[src/rtl/ser_reg_loader.sv]
// Bit-serial frame deserialiser feeding the DFFE register banks: collects AW
// address bits and W data bits, then drives d and one register's ena lanes.
module ser_reg_loader #(
  parameter int W    = 8,
  parameter int AW   = 4,
  parameter int NREG = 16
) (
  input  logic              clk,
  input  logic              clrn,
  input  logic              sstb,
  input  logic              svld,
  input  logic              sdat,
  output logic [W-1:0]      d,
  output logic [NREG*W-1:0] ena,
  output logic              done,
  output logic              err
);

  localparam int MAXW = (AW > W) ? AW : W;
  localparam int CW   = $clog2(MAXW) + 1;
  localparam logic [CW-1:0] AW_C = CW'(AW);
  localparam logic [CW-1:0] W_C  = CW'(W);

  typedef enum logic [2:0] {
    S_IDLE    = 3'd0,
    S_ADDR    = 3'd1,
    S_DATA    = 3'd2,
    S_WAITEND = 3'd3,
    S_COMMIT  = 3'd4,
    S_ERR     = 3'd5
  } state_t;

  state_t            state_r, state_s;
  logic [CW-1:0]     cnt_r, cnt_s, cnt_inc_s;
  logic [AW-1:0]     addr_r, addr_s;
  logic [W-1:0]      data_r, data_s;
  logic [W-1:0]      d_s;
  logic [NREG*W-1:0] ena_s;
  logic              done_s, err_s, hit_s;

  // Next-state, shift-register and registered-output computation.
  always_comb begin
    state_s   = state_r;
    cnt_s     = cnt_r;
    addr_s    = addr_r;
    data_s    = data_r;
    d_s       = d;
    ena_s     = '0;
    done_s    = 1'b0;
    err_s     = 1'b0;
    hit_s     = 1'b0;
    cnt_inc_s = cnt_r + CW'(1);

    case (state_r)
      // IDLE behaves like ADDR once sstb is seen, so a bit on the rising cycle counts.
      S_IDLE, S_ADDR: begin
        if (!sstb) begin
          cnt_s   = '0;
          state_s = S_IDLE;
          if (state_r == S_ADDR) begin
            err_s = 1'b1;
          end else begin
            err_s = 1'b0;
          end
        end else if (svld) begin
          addr_s = AW'({addr_r, sdat});
          if (cnt_inc_s == AW_C) begin
            state_s = S_DATA;
            cnt_s   = '0;
          end else begin
            state_s = S_ADDR;
            cnt_s   = cnt_inc_s;
          end
        end else begin
          state_s = S_ADDR;
        end
      end
      S_DATA: begin
        if (!sstb) begin
          err_s   = 1'b1;
          state_s = S_IDLE;
          cnt_s   = '0;
        end else if (svld) begin
          data_s = W'({data_r, sdat});
          if (cnt_inc_s == W_C) begin
            state_s = S_WAITEND;
            cnt_s   = '0;
          end else begin
            cnt_s = cnt_inc_s;
          end
        end else begin
          state_s = S_DATA;
        end
      end
      S_WAITEND: begin
        if (sstb && svld) begin
          state_s = S_ERR;
        end else if (!sstb) begin
          state_s = S_COMMIT;
          for (int k = 0; k < NREG; k++) begin
            if (addr_r == AW'(k)) begin
              ena_s[k*W +: W] = '1;
              hit_s           = 1'b1;
            end else begin
              ena_s[k*W +: W] = '0;
            end
          end
          if (hit_s) begin
            d_s    = data_r;
            done_s = 1'b1;
          end else begin
            err_s = 1'b1;
          end
        end else begin
          state_s = S_WAITEND;
        end
      end
      S_COMMIT: begin
        state_s = S_IDLE;
        cnt_s   = '0;
      end
      S_ERR: begin
        if (!sstb) begin
          err_s   = 1'b1;
          state_s = S_IDLE;
          cnt_s   = '0;
        end else begin
          state_s = S_ERR;
        end
      end
      default: begin
        state_s = S_IDLE;
        cnt_s   = '0;
      end
    endcase
  end

  // State, shift registers and output registers.
  always_ff @(posedge clk or negedge clrn) begin
    if (!clrn) begin
      state_r <= S_IDLE;
      cnt_r   <= '0;
      addr_r  <= '0;
      data_r  <= '0;
      d       <= '0;
      ena     <= '0;
      done    <= 1'b0;
      err     <= 1'b0;
    end else begin
      state_r <= state_s;
      cnt_r   <= cnt_s;
      addr_r  <= addr_s;
      data_r  <= data_s;
      d       <= d_s;
      ena     <= ena_s;
      done    <= done_s;
      err     <= err_s;
    end
  end

endmodule

[config.mk]
export PLATFORM = sky130hd
export DESIGN_NAME = ser_reg_loader
export DESIGN_NICKNAME = d
export VERILOG_FILES = /design/src/rtl/ser_reg_loader.sv
export SDC_FILE = /design/constraint.sdc
export NUM_CORES = 1
export LEC_CHECK = 0
export CELL_PAD_IN_SITES_DETAIL_PLACEMENT = 1
export CELL_PAD_IN_SITES_GLOBAL_PLACEMENT = 1
export CORE_AREA = 10 10 109 111
export CTS_CLUSTER_DIAMETER = 150
export DETAILED_ROUTE_END_ITERATION = 16
export DIE_AREA = 0 0 119 121
export GPL_TIMING_DRIVEN = 0
export HOLD_SLACK_MARGIN = 0.12
export PLACE_DENSITY_LB_ADDON = 0.1
export RECOVER_POWER = 25
export SLEW_MARGIN = 25
export SYNTH_ARGS = -nofsm -noshare
export SYNTH_HDL_FRONTEND = slang
export SYNTH_SLANG_ARGS = --single-unit
export TNS_END_PERCENT = 30
[constraint.sdc]
create_clock -name clk -period 2.33 [get_ports clk]
set_clock_uncertainty 0.1 [all_clocks]
set_input_delay 0.466 -clock clk [delete_from_list [all_inputs] [get_ports clk]]
set_output_delay 0.466 -clock clk [all_outputs]
set_load 0.02 [all_outputs]
After elaboration in Yosys (flattened, before gate mapping):

Index checks and enable logic that the tools add are counted.

* bits in registers: 157
* bits in latches: 0
* memory bits (read-only): 0
* logic and storage cells: 113
* RAM bits: 0
* memories kept: 0

* magnitude comparators: 0
* equal/unequal tests: 25
* multipliers: 0
* div/mod/pow operators: 0
* $add $sub $neg: 1
* muxes and demuxes: 67
* reductions and logical operators: 9
* bitwise gates (word level): 3
* shifts and indexed selects: 0

Operator list (number)
* $mux W128: 3
* $mux W8: 16
* $eq A4 B4 Y1 const B: 9
* $mux W1: 29
* $mux W4: 7
* $mux W3: 8
* $eq A4 B3 Y1 const B: 5
* $pmux W4 S4: 1
* $pmux W3 S4: 1
* $eq A4 B2 Y1 const B: 2
* $reduce_and A4 Y1: 2
* $eq A3 B2 Y1 const B: 2
* $ne A3 B3 Y1 const B: 2
* $reduce_and A3 Y1: 2
* $add A4 B1 Y4 const B: 1
* $eq A4 B1 Y1 const B: 1
* $logic_not A4 Y1: 1
* $ne A4 B4 Y1 const B: 1
* $reduce_or A2 Y1: 2
* $eq A3 B1 Y1 const B: 1
* $eq A3 B3 Y1 const B: 1
* $logic_not A3 Y1: 1
* $not A1 Y1: 3
* $pmux W1 S3: 1
* other kinds (3): 3

Longest topological paths before layout:

Gate-level depths: netlist (run 1).

* word-level depth: 24
* gate-level depth with buffers: 6
* mapped depth without buffers: 6

Least setup slack after synthesis (run 1):

Ideal clock, no wire load.

* kind: register to register
* from: reg cnt_r[0]
* to: reg state_r[0]
* setup slack: 0.632 ns
* arrival: 1.476 ns
* stages on the path, launching flop included: 7
* period minus slack after synthesis: 1.698 ns
* path buffers: 0
* cells stage by stage: dfrtp_1 > ha_1 > nor2b_4 > nor3b_2 > a32oi_1 > or2_1 > o2111a_1

* word-level cells in the longest chain between the ends: 6
* elaborated cells on any way between the ends: 8
* classes of those cells: add/sub (1); eq/ne (3); mux (4)

RTL lines
* start, declared: RTL line 34 `logic [CW-1:0] cnt_r, cnt_s, cnt_inc_s;`
* start signal, assigned: RTL line 151 `cnt_r <= cnt_s;`
* $add A4 B1 Y4 (*): RTL line 52 `cnt_inc_s = cnt_r + CW'(1);`
* $eq A4 B3 Y1: RTL line 67 `if (cnt_inc_s == AW_C) begin`
* $mux W2: RTL line 67
* $mux W3: RTL line 65 `end else if (svld) begin`
* $mux W3: RTL line 57 `if (!sstb) begin`
* $pmux W3 S4: RTL line 54 `case (state_r)`
* end signal, assigned: RTL line 150 `state_r <= state_s;`
* end, declared: RTL line 33 `state_t state_r, state_s;`

Mark *: on every way between the ends. The rest lies on a longest branch, timed or not.
A chain may end at the register's enable or synchronous reset.

==> flow_metrics.py, run 1 <==
metrics = {
    "outcome": {
        "status": "finished, final reports clean",
    },
    "clocking": {
        "ctsResizeCount": 0,
        "cts_buffers": 5,
        "cts_max_level": 2,
        "cts.hold.buffers_added": 1,
        "clk_pin_slew_ps": 80,
        "clock_path_buffers": 2,
        "clock_tree_from_tritoncts": "yes",
        "worstSkewPairLatency_ps": 300,
        "clock_sinks": 45,
        "post-cts-setup-buffer-count": 0,
        "clock_tree.root_cell": "clkbuf_8",
    },
    "power_and_ir_drop": {
        "total_power_mw": 1.541,
        "ir_drop_mv": 0.2747,
        "power-per-cell-area_mw_per_mm2": 346.2,
        "p_leak_nw": 2.076,
    },
    "worst_hold_path": {
        "path_class_of_the_lowest_slack_min_delay_path": "in -> reg",
    },
    "critical_path": {
        "setup.worst_path.start_class": "register",
        "setup.worst_path.end": "ena[105]",
        "critical_path.max_stage_delay_ps": 600,
        "cp_top_family": "buffers and inverters",
        "cp_num_cells": 2,
        "crit-reg2reg-capture": "d[0]",
        "timing.critical_path.cells": "buf_4 -> clkdlybuf4s50_1",
        "reg2reg_from": "state_r[1]",
        "cp_max_fo": 8,
        "worstPathBufferInverterCount": 2,
        "crit_path_top_delay_cell": "clkdlybuf4s50_1",
        "ff2ff_setup_slack_ps": 340,
        "worst_setup_path_startpoint": "ena[111]",
        "crit_type": "reg -> out",
        "reg2reg_depth": 4,
        "critical_path_required_ps": 1760,
        "critical_path.endpoint_type": "output port",
        "data_arrival_at_the_endpoint_of_the_critical_path_ps": 1550,
    },
    "grt": {
        "grt_start_max_net_pins": 24,
        "grt.met1_usage_pct": 11.12,
        "grt_use_met3_pct": 4.141,
        "grt.busiest_layer": "met2",
        "globalRouteOverflowTotal": 0,
        "grt_pass1_wl_mm": 11.87,
        "antenna_found_initial": 0,
        "met2_usage_pct": 17.74,
        "first_global_vias": 2094,
        "global_router_s_overall_resource_usage_pct": 10.08,
    },
    "timing": {
        "max_freq_mhz": 471.5,
        "slew_headroom_pct": 12.74,
        "hold_violations": 0,
        "finalSetupTns_ps": 0,
        "period_minus_slack_ps": 2121,
        "fin_crit_sh_pct": 91.02,
        "unrepaired_setup_endpoints_after_global_routing": "no",
        "final.hold.worst_slack_ps": 320.3,
        "worst-slew-pin-transition_ps": 1309,
        "report.final.slew_viol_count": 0,
        "setup_violations": 0,
    },
    "layout": {
        "post_layout_nonfiller_instances": 545,
        "num-nets-final": 418,
        "n_fill_cell": 1108,
        "sequential_cell_area_sq_mm": 0.001126,
        "multi_input_gate_area_in_the_final_layout_sq_um": 710.7,
        "syn_to_final_growth_pct": 63.06,
        "drive_above_1_share_pct": 36.89,
        "layout.core_utilization_pct": 46.18,
        "antennaDiodeCount": 0,
    },
    "drt": {
        "drc": 0,
        "detailedRoute.firstPassIterationCount": 4,
        "drt-wirelength-per-cell_um": 14.09,
        "drt_iter0_drc": 44,
        "detail_route.vias_per_cell": 3.886,
        "routed-via-count": 2118,
        "detail-route-antenna-nets": 0,
        "routed_wl_mm": 7.677,
    },
    "logic_synthesis": {
        "synth_top_cells_by_area": "dfrtp_1 (41%), buf_4 (31%), mux2_2 (7.8%), nor2_1 (2.6%), nand2_1 (1.2%)",
        "synth_largest_area_cell": "dfrtp_1",
        "synth.yosys.seq_area_share_pct": 41.25,
        "synth.ff_latch_count": 45,
        "synthDistinctLibCells": 39,
        "synth.yosys.warnings": 0,
        "syn_area_per_cell_sq_um": 10.46,
        "synth_nets": 268,
        "syn_inst": 261,
        "synthDominantCellAreaShare_pct": 41.25,
        "synth.cell_area_sq_mm": 0.002730,
    },
    "floorplanning": {
        "height_of_the_die_um": 121,
        "die_outline_area_sq_mm": 0.01440,
        "x_dimension_of_the_die_um": 119,
        "fp.coreArea_sq_mm": 0.009639,
        "initial_utilization_pct": 28.32,
        "floorplan.rows": 36,
        "boundaryPins": 143,
    },
    "place": {
        "dp_cells": 536,
        "gp_routability_congestion": 0.7167,
        "dp_hpwl_mm": 6.643,
        "io_buffer_count": 141,
    },
    "flow_run": {
        "cap_violations": 0,
    },
}
==> metal layers <==
| layer | part of all wire (%) | wire length [um] | vias up |
|---|---|---|---|
| met2 | 50 | 3803 | 84 |
| met3 | 9.3 | 712 | 7 |
| met4 | 0.85 | 65 | 0 |
| met5 | 0 | 0 | - |
| met1 | 40 | 3095 | 985 |
| li1 | - | - | 1042 |
==> worst min-delay path by stage <==
stage	from	to	slack, ps	depth (start not counted)
final	sstb	err	320	2
after floorplan	clrn	addr_r[0]	70	0
after global routing	sstb	err	330	2
after detailed placement	clrn	d[3]	380	1
after global placement	data_r[7]	data_r[7]	390	1
after CTS	sstb	err	300	2
==> Yosys cell counts, drive strengths merged <==
cell    instances
a31o            1
a32oi           1
a311o           1
or2             1
nor3b           2
nand2b          2
buf           116
nand3b          3
inv             4
dfrtp          45
a21oi           3
xor2            1
o2111a          1
ha              2
a22o            2
nor2           20
a21boi          1
xnor2           2
a21o            1
and2b           1
and3            1
or4             1
nor2b           3
o21ai           5
nor3            2
nand3           6
a32o            1
a221o           1
nand2          10
a211oi          2
mux2           19
==> worst reg2reg max path, cell delays in order, from the launching register on <==
cell	delay [ps]
dfrtp_1	330
clkbuf_1	380
nand2_1	260
nor3_4	420
mux2_2	400
==> flip-flops by register name, indices dropped and copies added, names as in the netlist <==
register,flops
addr_r,4
cnt_r,4
d,8
data_r,8
done,1
ena,16
err,1
state_r,3
==> placed cells by master (no fill, tap or decap), drive strengths merged <==
master / count
a211oi: 2
a21boi: 1
a21o: 1
a21oi: 3
a221o: 1
a22o: 2
a311o: 1
a31o: 1
a32o: 1
a32oi: 1
and2b: 1
and3: 1
buf: 116
bufinv: 1
clkbuf: 8
clkdlybuf4s50: 140
clkinvlp: 1
dfrtp: 45
dlygate4sd3: 1
ha: 2
inv: 4
mux2: 19
nand2: 10
nand2b: 2
nand3: 6
nand3b: 3
nor2: 20
nor2b: 3
nor3: 2
nor3b: 2
o2111a: 1
o21ai: 5
or2: 1
or4: 1
xnor2: 2
xor2: 1
==> metrics by stage <==
step	worst slack, ps	area, sq um
after detailed placement	58.41	4330
after global placement	-541.9	4308
final	209.2	4452
after floorplan	632.3	2730
after CTS	165.0	4461
after global routing	120.0	4452
==> layout make-up <==
cell class / instances / share of cell area [%]
Sequential cell: 45 / 25.30
Clock buffer: 6 / 1.855
Inverter: 4 / 0.3373
Tap cell: 133 / 3.738
Clock inverter: 2 / 0.8432
Buffer: 116 / 19.56
Multi-Input combinational cell: 96 / 15.96
Timing Repair Buffer: 143 / 32.41
==> cell families (layout without fill, tap and decap cells) <==
group                    Yosys count  in the layout  share of synthesized area (%)
AO/OA/AOI/OAI                     20             20                          5.546
flip-flops                        45             45                          41.25
AND/OR/NAND/NOR                   52             52                          10.77
adder cells (fa/ha/maj)            2              2                         0.9164
XOR/XNOR                           3              3                         0.9626
buffers and inverters            120            271                          32.72
multiplexers                      19             19                          7.837
==> report_power, final <==
group / switching [mW] / internal [mW]
Sequential: 0.0294 / 0.805
Clock: 0.260 / 0.349
Combinational: 0.0541 / 0.0439
Total: 0.344 / 1.20
No activity file was read; power rests on OpenSTA's default activity.
==> run 2, diff against run 1 <==
GPL_ROUTABILITY_DRIVEN = 0   (was unset)
==> results of run 2 <==
Same layout as run 1: the final DEF is identical, and so are final timing and power.
==> run 3, diff against run 2 <==
CAP_MARGIN = 5   (was unset)
SLEW_MARGIN = 20   (was 25)
==> results of run 3 <==
Same layout as run 1: the final DEF is identical, and so are final timing and power.
